--- src/rtl/led_pwm_pkg.sv ---
// rtl/led_pwm_pkg.sv - shared mode encodings for the LED PWM blinker
// Contents: mode_t enum (MODE_OFF, MODE_STEADY, MODE_BLINK, MODE_FADE),
//           the 2-bit mode field carried in the top bits of a write word.
package led_pwm_pkg;

   typedef enum logic [1:0] {
      MODE_OFF    = 2'b00,
      MODE_STEADY = 2'b01,
      MODE_BLINK  = 2'b10,
      MODE_FADE   = 2'b11
   } mode_t;

endpackage

--- src/rtl/led_pwm_channel.sv ---
// rtl/led_pwm_channel.sv - one LED channel: duty shadow, mode, optional fade, compare
// Ports: clk, reset_n (sync, active low); wr/wdat write this channel's
//        {mode, duty}; pwmctr/wrap/tick/phase come from the shared timebase;
//        pwm is the registered LED drive.
// Fade level logic exists only when LED_PWM_BLINKER_FADE_EN is defined.
module led_pwm_channel
   import led_pwm_pkg::*;
#(
   parameter int PWM_BITS = 3
) (
   input  logic                clk,
   input  logic                reset_n,
   input  logic                wr,
   input  logic [PWM_BITS+1:0] wdat,
   input  logic [PWM_BITS-1:0] pwmctr,
   input  logic                wrap,
   input  logic                tick,
   input  logic                phase,
   output logic                pwm
);

   mode_t               mode;
   logic [PWM_BITS-1:0] shadow;
   logic [PWM_BITS-1:0] duty;
   logic [PWM_BITS-1:0] shadow_nxt;
   logic [PWM_BITS-1:0] eff_duty;
   logic                enable;

   // A write on the wrap cycle must reach the active register at that wrap,
   // so the active load looks through the shadow at the incoming value.
   assign shadow_nxt = wr ? wdat[PWM_BITS-1:0] : shadow;

   always_comb begin
      enable = 1'b0;
      case (mode)
         MODE_OFF:    enable = 1'b0;
         MODE_STEADY: enable = 1'b1;
         MODE_BLINK:  enable = phase;
         MODE_FADE:   enable = 1'b1;
         default:     enable = 1'b0;
      endcase
   end

`ifdef LED_PWM_BLINKER_FADE_EN
   logic [PWM_BITS-1:0] level;
   logic [PWM_BITS-1:0] level_nxt;
   logic [PWM_BITS-1:0] level_act;
   logic                down;
   logic                down_nxt;

   // Triangle 0 -> all-ones -> 0, one step per blink tick.
   always_comb begin
      level_nxt = level;
      down_nxt  = down;
      if (tick) begin
         if (!down) begin
            if (level == '1) begin
               down_nxt  = 1'b1;
               level_nxt = level - 1'b1;
            end else begin
               level_nxt = level + 1'b1;
            end
         end else begin
            if (level == '0) begin
               down_nxt  = 1'b0;
               level_nxt = level + 1'b1;
            end else begin
               level_nxt = level - 1'b1;
            end
         end
      end
   end

   // The compare uses a level frozen at the wrap so a period is never reshaped.
   always_ff @(posedge clk) begin
      if (!reset_n) begin
         level     <= '0;
         down      <= 1'b0;
         level_act <= '0;
      end else begin
         level <= level_nxt;
         down  <= down_nxt;
         if (wrap)
            level_act <= level_nxt;
      end
   end

   assign eff_duty = (mode == MODE_FADE && level_act < duty) ? level_act : duty;
`else
   logic unused_tick;
   assign unused_tick = tick;
   assign eff_duty    = duty;
`endif

   always_ff @(posedge clk) begin
      if (!reset_n) begin
         mode   <= MODE_OFF;
         shadow <= '0;
         duty   <= '0;
         pwm    <= 1'b0;
      end else begin
         if (wr) begin
            mode   <= mode_t'(wdat[PWM_BITS+1 -: 2]);
            shadow <= wdat[PWM_BITS-1:0];
         end
         if (wrap)
            duty <= shadow_nxt;
         pwm <= enable && (pwmctr < eff_duty);
      end
   end

endmodule

--- src/rtl/led_pwm_blinker.sv ---
// rtl/led_pwm_blinker.sv - multi-channel LED PWM with blink, alive LED and optional fade
// Ports: i_clk; i_reset_n (sync, active low); i_stb/i_addr/i_dat write
//        {mode[1:0], duty} to one channel, acked by o_ack one clock later;
//        o_pwm per-channel registered drive; o_alive blink phase.
// Optional fade mode is built only with LED_PWM_BLINKER_FADE_EN defined.
module led_pwm_blinker
   import led_pwm_pkg::*;
#(
   parameter  int NCH           = 3,
   parameter  int PWM_BITS      = 3,
   parameter  int PRESCALE_BITS = 22,
   localparam int ADDR_BITS     = (NCH > 1) ? $clog2(NCH) : 1
) (
   input  logic                 i_clk,
   input  logic                 i_reset_n,
   input  logic                 i_stb,
   input  logic [ADDR_BITS-1:0] i_addr,
   input  logic [PWM_BITS+1:0]  i_dat,
   output logic                 o_ack,
   output logic [NCH-1:0]       o_pwm,
   output logic                 o_alive
);

   logic [PWM_BITS-1:0]      pwmctr;
   logic [PRESCALE_BITS-1:0] prescale;
   logic                     phase;
   logic                     ack;
   logic                     accept;
   logic                     wrap;
   logic                     tick;

   // While ack is high the strobe is ignored, so a held strobe acks every second clock.
   assign accept  = i_stb && !ack;
   assign wrap    = (pwmctr == '1);
   assign tick    = (prescale == '1);
   assign o_ack   = ack;
   assign o_alive = phase;

   always_ff @(posedge i_clk) begin
      if (!i_reset_n) begin
         pwmctr   <= '0;
         prescale <= '0;
         phase    <= 1'b0;
         ack      <= 1'b0;
      end else begin
         pwmctr   <= pwmctr + 1'b1;
         prescale <= prescale + 1'b1;
         if (tick)
            phase <= ~phase;
         ack <= accept;
      end
   end

   // Out-of-range addresses match no channel: acked, nothing written.
   for (genvar c = 0; c < NCH; c++) begin : g_ch
      led_pwm_channel #(
         .PWM_BITS(PWM_BITS)
      ) u_ch (
         .clk     (i_clk),
         .reset_n (i_reset_n),
         .wr      (accept && (i_addr == ADDR_BITS'(c))),
         .wdat    (i_dat),
         .pwmctr  (pwmctr),
         .wrap    (wrap),
         .tick    (tick),
         .phase   (phase),
         .pwm     (o_pwm[c])
      );
   end

endmodule
--- config.mk ---
export PLATFORM = sky130hd
export DESIGN_NAME = led_pwm_blinker
export DESIGN_NICKNAME = d
export VERILOG_FILES = /design/src/rtl/led_pwm_pkg.sv /design/src/rtl/led_pwm_channel.sv /design/src/rtl/led_pwm_blinker.sv
export SDC_FILE = /design/constraint.sdc
export NUM_CORES = 1
export LEC_CHECK = 0
export ABC_AREA = 1
export ABC_CLOCK_PERIOD_IN_PS = 1200
export CELL_PAD_IN_SITES_DETAIL_PLACEMENT = 0
export CELL_PAD_IN_SITES_GLOBAL_PLACEMENT = 1
export CORE_ASPECT_RATIO = 1.4
export CORE_MARGIN = 2
export CORE_UTILIZATION = 33
export DETAILED_ROUTE_END_ITERATION = 16
export PLACE_DENSITY = 0.67
export SYNTH_ARGS = -nofsm -noshare
export SYNTH_HDL_FRONTEND = slang
export SYNTH_SLANG_ARGS = --single-unit
export TNS_END_PERCENT = 30
--- constraint.sdc ---
create_clock -name i_clk -period 1.2 [get_ports i_clk]
set_input_delay 0.3 -clock i_clk [delete_from_list [all_inputs] [get_ports i_clk]]
set_output_delay 0.3 -clock i_clk [all_outputs]
set_load 0.03 [all_outputs]
==> impl_metrics.tcl, run 1 <==
set metrics [dict create \
    hp-start "i_stb" \
    r2r_start "prescale[0]" \
    synth_seq_cells 54 \
    die-area_um2 8090 \
    die_h_um 106 \
    root_buffer "clkbuf_8" \
    synth_edf_count 0 \
    peakVddDrop_mv 0.627 \
    violations "negative setup slack" \
    rrSetupSlack_ps -50 \
    path_class "reg -> reg" \
    die_w_um 76.6 \
    synth_cell_types 19 \
    rsz0062_at_grt "true" \
    met3_wirelength_um 90 \
    setup_viol 9 \
    grt_pass1_wl_um 9520 \
    p_leak_nw 1.33 \
    wl_met1_um 2240 \
    grt_max_degree 22 \
    numCtsBuffers 5 \
    yosys_warnings 0 \
    grt_pass1_vias 2111 \
    initial_core_util_pct 33.5 \
    cts_buffer_depth 2 \
    worst_pin_slew_ps 313 \
    status "finished, violations left" \
    syn_area_per_cell_um2 7.18 \
    synthAdderAreaFrac_pct 4.63 \
    synth_xor_area_share_pct 2.16 \
    wl_met2_um 3170 \
    maxCapViolations 0 \
    synth_common_cells "nor2_1 (69), nand2_1 (68), dfxtp_1 (54), inv_1 (43), a21oi_1 (33)" \
    startpoint_type "flip-flop" \
    grt_usage_pct 14.8 \
    setup_slack_ps -54.6 \
    core_um2 7270 \
    min_path_cells 3 \
    highest_layer "met4" \
    clk_pin_slew_ps 100 \
    fmax_ghz 0.797 \
    min_period_ps 1250 \
    avgViaCountPerCell 4.33 \
    finalPower_mw 3.21 \
    synth.most_common_cell "nor2_1" \
    first_pass_iters 4 \
    ant_nets 0 \
    wl_per_cell_um 11.5 \
    ys_seq_area_share_pct 44.4 \
    synth_top_area_share_pct 44.4 \
    synth_area_leaders "dfxtp_1 (44%), nor2_1 (11%), nand2_1 (10%)" \
    drive_above_1_share_pct 26.8 \
    netlist_area_um2 2430 \
    drt_iter0_drc 52 \
    syn_inst 339 \
    synth_top_family_by_area "simple AND/OR/NAND/NOR gates" \
    tns_ps -202 \
    timing.rr.end "prescale[19]" \
    fin_crit_sh_pct 105 \
    cp-end-kind "flip-flop" \
    route.detailed.drc 0 \
    final_nets 402 \
    hold_viol_final 0 \
    ys.flop_type "dfxtp_1" \
    critical_path_arrival_ps 1460 \
    antenna_found_initial 0 \
    cts_sinks 54 \
    finalInstanceArea_um2 3210 \
    port_buffers 14 \
    vias 2083 \
    relSlewSlack_pct 79.0 \
    ios 15 \
    pre_cts_ws_ps -522 \
    p_per_area_nw_per_um2 1000 \
    slew_viol_final 0 \
    wirelength_um 5550 \
    cts_tree "built" \
    synth_top_cell_by_area "dfxtp_1" \
    cts_max_level 2 \
    dp_hpwl_um 4220 \
    placed_area_um2 2870 \
    worstRegToRegCells 9 \
    hold_path_class "in -> reg" \
    syn_nets 358 \
    num_rows 37 \
    yosys.area_share.simple_pct 31.0 \
    insertion_delay_ps 310 \
    synth_compound_area_share_pct 9.15 \
    async_flop_share_pct 0 \
    path_max_fanout 4 \
    gp_congestion 0.734 \
    antenna_cells 0 \
    synthMuxAreaShare_pct 0 \
    grt_overflow_total 0 \
    crit_required_ps 1410 \
    skew_ps 5.22 \
    area_growth_pct 31.9 \
    hold_end "o_ack" \
]
[per-stage QoR]
stage | std cells | hold WS, ps | util, %
after global routing | 481 | 381 | 44.2
after CTS | 478 | 368 | 42.7
after global placement | 469 | 435 | 39.5
final | 481 | 380 | 44.2
after floorplan | 339 | 395 | -
after detailed placement | 469 | 439 | 39.5
[power breakdown]
group	internal, mW	leakage (nW)	switching [mW]
clock	0.412	0.0441	0.615
combinational	0.150	0.839	0.174
sequential	1.83	0.442	0.0289
total	2.39	1.33	0.818
[repair_timing]
item / 4_1_cts / 5_1_grt
gates resized for setup: 42 / 22
setup endpoints to repair: 33 / 31
pin swaps: 14 / 8
setup buffers: 1 / 3
hold buffers: 0 / 0
[state kept, by name (all words and copies together), names as in the netlist]
register	flops
g_ch.u_ch.duty	9
prescale	22
g_ch.u_ch.shadow	9
g_ch.u_ch.pwm	3
o_alive	1
o_ack	1
g_ch.u_ch.mode	6
pwmctr	3
[placed cells by master (no fill, tap or decap), drive strengths merged]
cell,instances
inv,43
nand2,74
a21oi,33
nor3,4
a211oi,1
nand3,16
xor2,6
clkinv,3
clkinvlp,1
nor2,78
nand4,1
dfxtp,54
clkdlybuf4s50,6
o21ai,10
dlygate4sd2,3
buf,37
ha,9
clkbuf,5
[area by class of cell]
class | count | area [um2]
Tap cell | 97 | 121
Inverter | 44 | 168
Fill cell | 784 | 4060
Timing Repair Buffer | 46 | 395
Clock inverter | 3 | 21.3
Multi-Input combinational cell | 232 | 1340
Clock buffer | 5 | 68.8
Sequential cell | 54 | 1100
[logic make-up (layout without fill, tap and decap cells)]
kind of cell	after synthesis	count (layout)
adder cells (fa/ha/maj)	9	9
buffers and inverters	53	98
XOR/XNOR	6	6
AND/OR/NAND/NOR	173	173
AO/OA/AOI/OAI	44	44
flip-flops	54	54
[per-layer routing]
layer,track usage [%],vias up
met5,0,-
met4,4.29,0
met3,2.40,5
met2,29.3,13
met1,15.7,932
li1,-,1133
[worst max-delay path, stage by stage (launching register included)]
cell and delay [ps]:
dfxtp_2 370, buf_6 110, inv_4 30, nor2_4 170
buf_4 150, nand3_4 90, nor2_4 100, nand2_1 50
nand2_1 50, nor2_1 40
[worst max-delay path by stage]
stage	endpoint	start	cells past startpoint	slack [ps]
5_1_grt	o_alive	prescale[0]	8	-140
3_3_place_gp	g_ch[1].u_ch.duty[0]	i_addr[1]	9	-510
4_1_cts	o_alive	prescale[1]	8	-50
3_5_place_dp	g_ch[1].u_ch.duty[0]	i_addr[1]	9	-520
6_report	prescale[19]	prescale[0]	9	-50
2_1_floorplan	g_ch[0].u_ch.duty[0]	pwmctr[1]	7	-3
Power figures use the tool's default switching activity.
==> run 2: changes to the inputs <==
Settings changed: CTS_BUF_LIST set to sky130_fd_sc_hd__clkbuf_8.
==> results of run 2 <==
Final layout, timing and power as in run 1 (identical DEF).
